## src/rtl/led_arb_pkg.sv

```systemverilog
// Shared types and helpers for the LED bank arbiter.
package led_arb_pkg;

  localparam int unsigned LED_W   = 3;
  localparam int unsigned MAX_REQ = 8;
  localparam int unsigned IDX_W   = 3;

  typedef enum logic [1:0] {
    ST_IDLE = 2'd0,
    ST_SHOW = 2'd1,
    ST_GAP  = 2'd2
  } state_e;

  typedef struct packed {
    logic             valid;
    logic [IDX_W-1:0] idx;
  } pick_t;

  // Round-robin search starting just after `last`, wrapping at n.
  function automatic pick_t rr_pick(input logic [MAX_REQ-1:0] req,
                                    input logic [IDX_W-1:0]   last,
                                    input int unsigned        n);
    pick_t       p;
    int unsigned cand;
    p = '0;
    for (int unsigned k = 1; k <= MAX_REQ; k++) begin
      cand = (32'(last) + k) % n;
      if (k <= n && !p.valid && req[cand[IDX_W-1:0]]) begin
        p.valid = 1'b1;
        p.idx   = cand[IDX_W-1:0];
      end
    end
    return p;
  endfunction

endpackage

```

## src/rtl/tick_div.sv

```systemverilog
// Prescaler: one-cycle tick every CDIV clocks; clr restarts the phase.
module tick_div #(
  parameter int unsigned CDIV = 1
) (
  input  logic clk,
  input  logic rst,
  input  logic clr,
  output logic tick
);

  localparam int unsigned CW = (CDIV > 1) ? $clog2(CDIV) : 1;

  logic [CW-1:0] cnt_q, cnt_d;

  assign tick = (cnt_q == CW'(CDIV - 1));

  always_comb begin
    cnt_d = cnt_q + CW'(1);
    if (clr || tick) cnt_d = '0;
  end

  always_ff @(posedge clk) begin
    if (rst) cnt_q <= '0;
    else     cnt_q <= cnt_d;
  end

endmodule

```

## src/rtl/led_arb.sv

```systemverilog
// Round-robin time-sharing of the 3-bit LED bank between N_REQ requesters.
module led_arb
  import led_arb_pkg::*;
#(
  parameter int unsigned       N_REQ    = 4,
  parameter int unsigned       CDIV     = 1,
  parameter int unsigned       HOLD     = 3,
  parameter int unsigned       GAP      = 1,
  parameter logic [LED_W-1:0]  IDLE_PAT = 3'b000
) (
  input  logic                     clk,
  input  logic                     rst,
  input  logic [N_REQ-1:0]         req,
  input  logic [LED_W*N_REQ-1:0]   pat,
  output logic [N_REQ-1:0]         gnt,
  output logic [LED_W-1:0]         led,
  output logic                     busy
);

  localparam int unsigned CNT_MAX = (HOLD > GAP) ? HOLD : GAP;
  localparam int unsigned CNT_W   = $clog2(CNT_MAX + 1);

  state_e             state_q, state_d;
  logic [LED_W-1:0]   led_q, led_d;
  logic [N_REQ-1:0]   gnt_q, gnt_d;
  logic               busy_q, busy_d;
  logic [IDX_W-1:0]   last_q, last_d;
  logic [CNT_W-1:0]   cnt_q, cnt_d;

  logic [MAX_REQ-1:0] req_ext;
  pick_t              pick;
  logic [LED_W-1:0]   pat_sel;
  logic [N_REQ-1:0]   gnt_sel;
  logic               tick;
  logic               clr;

  // Prescaler phase is realigned on every state entry.
  assign clr = (state_d != state_q);

  tick_div #(.CDIV(CDIV)) u_tick_div (
    .clk  (clk),
    .rst  (rst),
    .clr  (clr),
    .tick (tick)
  );

  always_comb begin
    req_ext = '0;
    req_ext[N_REQ-1:0] = req;
    pick    = rr_pick(req_ext, last_q, N_REQ);
    pat_sel = '0;
    gnt_sel = '0;
    for (int unsigned i = 0; i < N_REQ; i++) begin
      if (pick.idx == IDX_W'(i)) begin
        pat_sel    = pat[LED_W*i +: LED_W];
        gnt_sel[i] = 1'b1;
      end
    end
  end

  always_comb begin
    state_d = state_q;
    led_d   = led_q;
    gnt_d   = '0;
    busy_d  = busy_q;
    last_d  = last_q;
    cnt_d   = cnt_q;
    case (state_q)
      ST_IDLE: begin
        led_d  = IDLE_PAT;
        busy_d = 1'b0;
        if (pick.valid) begin
          state_d = ST_SHOW;
          led_d   = pat_sel;
          gnt_d   = gnt_sel;
          busy_d  = 1'b1;
          last_d  = pick.idx;
          cnt_d   = CNT_W'(HOLD);
        end
      end
      ST_SHOW: begin
        if (tick) begin
          if (cnt_q == CNT_W'(1)) begin
            if (GAP == 0) begin
              state_d = ST_IDLE;
              led_d   = IDLE_PAT;
              busy_d  = 1'b0;
              cnt_d   = '0;
            end else begin
              state_d = ST_GAP;
              led_d   = '0;
              cnt_d   = CNT_W'(GAP);
            end
          end else begin
            cnt_d = cnt_q - CNT_W'(1);
          end
        end
      end
      ST_GAP: begin
        if (tick) begin
          if (cnt_q == CNT_W'(1)) begin
            state_d = ST_IDLE;
            led_d   = IDLE_PAT;
            busy_d  = 1'b0;
            cnt_d   = '0;
          end else begin
            cnt_d = cnt_q - CNT_W'(1);
          end
        end
      end
      default: begin
        state_d = ST_IDLE;
        led_d   = IDLE_PAT;
        busy_d  = 1'b0;
        cnt_d   = '0;
      end
    endcase
  end

  always_ff @(posedge clk) begin
    if (rst) begin
      state_q <= ST_IDLE;
      led_q   <= IDLE_PAT;
      gnt_q   <= '0;
      busy_q  <= 1'b0;
      last_q  <= IDX_W'(N_REQ - 1);
      cnt_q   <= '0;
    end else begin
      state_q <= state_d;
      led_q   <= led_d;
      gnt_q   <= gnt_d;
      busy_q  <= busy_d;
      last_q  <= last_d;
      cnt_q   <= cnt_d;
    end
  end

  assign gnt  = gnt_q;
  assign led  = led_q;
  assign busy = busy_q;

endmodule

```

## config.mk

```make
export PLATFORM = sky130hd
export DESIGN_NAME = led_arb
export DESIGN_NICKNAME = d
export VERILOG_FILES = /design/src/rtl/led_arb_pkg.sv /design/src/rtl/tick_div.sv /design/src/rtl/led_arb.sv
export SDC_FILE = /design/constraint.sdc
export NUM_CORES = 1
export LEC_CHECK = 0
export CAP_MARGIN = 10
export CORE_ASPECT_RATIO = 0.8
export CORE_MARGIN = 8
export CORE_UTILIZATION = 49
export CTS_BUF_LIST = sky130_fd_sc_hd__clkbuf_2
export CTS_CLUSTER_DIAMETER = 40
export CTS_CLUSTER_SIZE = 16
export DETAILED_ROUTE_END_ITERATION = 16
export PLACE_DENSITY_LB_ADDON = 0.1
export SLEW_MARGIN = 20
export SYNTH_ARGS = -nofsm -noshare
export SYNTH_HDL_FRONTEND = slang
export SYNTH_SLANG_ARGS = --single-unit
```

## constraint.sdc

```tcl
create_clock -name clk -period 2.03 [get_ports clk]
set_input_delay 0.406 -clock clk [delete_from_list [all_inputs] [get_ports clk]]
set_output_delay 0.406 -clock clk [all_outputs]
set_load 0.01 [all_outputs]
```

==> impl_results.md <==
- Via/cell ratio: 5.39
- Max cap viols: 0
- R2R cell count: 8
- Clock Skew: 1.19 ps
- WL final: 2.35 mm
- Total GRT Usage: 0.130
- ANT nets after route: 0
- Largest net degree at the start of global routing: 12
- CTS resizes: 0
- Area delta synth->final: 36.8%
- P_leak: 0.549 nW
- Setup Crit Path Kind: primary input to register
- WP data arrival: 1940 ps
- Post-synth ARST share: 0
- Die Ht: 54.7 µm
- Pins Over Slew Limit: 0
- Mapped Cells: 107
- Initial core utilization: 0.504
- Synth area leader: dfxtp_1
- Most common cell after layout, fill and taps aside: clkdlybuf4s50_1
- Final cell count without fillers: 165
- Clk sinks: 15
- Post-CTS setup buffers: 0
- WP data required: 2230 ps
- Iter 0 DRT Violations: 42
- Hold Crit Class: register to register
- EDFF count, synth: 0
- Antenna violations before repair: 0
- Tcrit/Tclk final: 0.861
- Deepest clock path buffer count: 2
- Post-DR wirelength/cell: 14.2 µm
- CTS tree: done
- Post-synth top flop: dfxtp_1
- Die ar.: 3520 µm²
- Post-Syn Area per Cell: 8.58 µm²
- Vias: 890
- # DRC: 0
- Critical hold path startpoint: busy
- Fmax: 0.572 GHz
- Synth top area share: 0.327
- First-pass GRT wire length: 3.66 mm
- Clock H-tree levels: 1
- Net Count, Synth: 131
- Global placer's final weighted congestion: 0.804
- Yosys reg bits: 15
- Final critical-path required period: 1750 ps
- Most frequent cells in the layout: clkdlybuf4s50_1 (25), dfxtp_1 (15), nand2_1 (11)
- CTS Hold Bufs: 0
- Share of layout cells above drive strength 1: 0.121
- Layout Nets: 166
- RSZ-0062 raised after global routing: false
- Rows: 14
- Clock slew seen by the registers of the worst setup and hold paths: 150 ps
- Worst-path fanout max: 5
- Setup crit end kind: register
- Worst Hold End: busy
- Clock Latency Late Sink: 270 ps
- Unique masters post-synth: 37
- DR pass1 iterations: 4
- R2R Path Start: state_q[1]
- Pwr Density: 820 nW/µm²
- Cts bufs inserted: 3
- FILL cells: 151
- Maximum vdd ir drop: 0.519 mV
- R2R Path End: led[2]
- Reg area: 300 µm²
- Vias in the first global route: 852
- Final hold violations: 0
- CTS root buffer: clkbuf_2
- Final setup viols: 0
- Status: complete, no violations
- Reg2Reg Setup Slack: 290 ps
- Post-synthesis sequential area ratio: 0.327
- Final Util: 0.690
- PortBufs: 25
- IO Pins: 26
- Synth Cell Area: 918 µm²
- Placed insts: 161
- Hold Crit Depth: 2
- Antenna cells: 0
- GRT Residual Overflow: 0
- Multi-input gate area: 573 µm²
- Synthesis Warnings: 0
- Core ar.: 1820 µm²
- Detailed Place HPWL: 1.85 mm
- Crit path launch type: primary input
- Synth top area cells: dfxtp_1 (33%), ha_1 (8.2%), mux2i_1 (6.5%)
- Die width: 64.4 µm
cell type report:
type                    instances  area share
well taps                      24      0.0239
repair buffers                 33       0.247
multi-input cells              83       0.456
clock buffers                   4      0.0159
flip-flops and latches         15       0.239
inverters                       6      0.0179
sequential cells by signal (all words and copies together), names as in the netlist:
signal	cells
state_q	2
u_tick_div.cnt_q	1
last_q	2
busy	1
gnt	4
led	3
cnt_q	2
synth_stat cells (all sizes together) (2+ instances only):
master and count:
a21boi 2, a21oi 8, a311oi 3, and3 3
buf 2, dfxtp 15, ha 6, inv 6
mux2i 6, nand2 11, nand2b 4, nand3 3
nor2 9, o211ai 3, o31ai 6, or2 2
worst max-delay path by stage:
stage / start / to / slack (ps) / depth (start not counted)
detailed placement: req[3] / led[2] / -40 / 6
global placement: req[3] / led[1] / 40 / 7
global route: state_q[1] / led[2] / 140 / 8
finish: req[1] / led[0] / 280 / 6
floorplan: state_q[0] / cnt_q[0] / 490 / 6
CTS: req[3] / led[2] / 280 / 6
layer usage:
metal | wire length [µm] | up-vias | global-route usage
met5 | 0 | - | 0
li1 | - | 464 | -
met1 | 1120 | 393 | 0.164
met2 | 1030 | 33 | 0.208
met4 | 0 | 0 | 0.0397
met3 | 203 | 0 | 0.0450
metrics by stage:
stage	cell area [µm²]	total power, mW	worst slack [ps]	setup TNS, ps	hold WS [ps]
after floorplan	918	0.701	488	0	478
after global placement	1240	0.874	35.4	0	476
after detailed placement	1240	0.885	-35.9	-43.4	482
after CTS	1260	1.03	284	0	523
after global routing	1260	1.10	145	0	553
final	1260	1.03	283	0	523
report_power, final:
part           leakage, nW  switching, mW  internal [mW]
registers            0.124         0.0471          0.350
logic                0.408          0.238          0.248
clock network       0.0166         0.0943         0.0523
total                0.549          0.380          0.650
cell families (layout without fill, tap and decap cells):
kind of cell / after synthesis / after routing / share of synthesized area
adder cells (fa/ha/maj): 6 / 6 / 0.0817
other: 1 / 1 / 0.00408
buffers and inverters: 9 / 43 / 0.0490
AND/OR/NAND/NOR: 36 / 36 / 0.195
flip-flops: 15 / 15 / 0.327
AO/OA/AOI/OAI: 34 / 34 / 0.278
multiplexers: 6 / 6 / 0.0654
worst max-delay path, cell delays in order:
cell	delay (ps)
clkdlybuf4s50_1	530
buf_4	160
a21oi_1	40
o211ai_1	410
o31ai_1	140
a311oi_1	250
(Power assumes the default switching activity.)
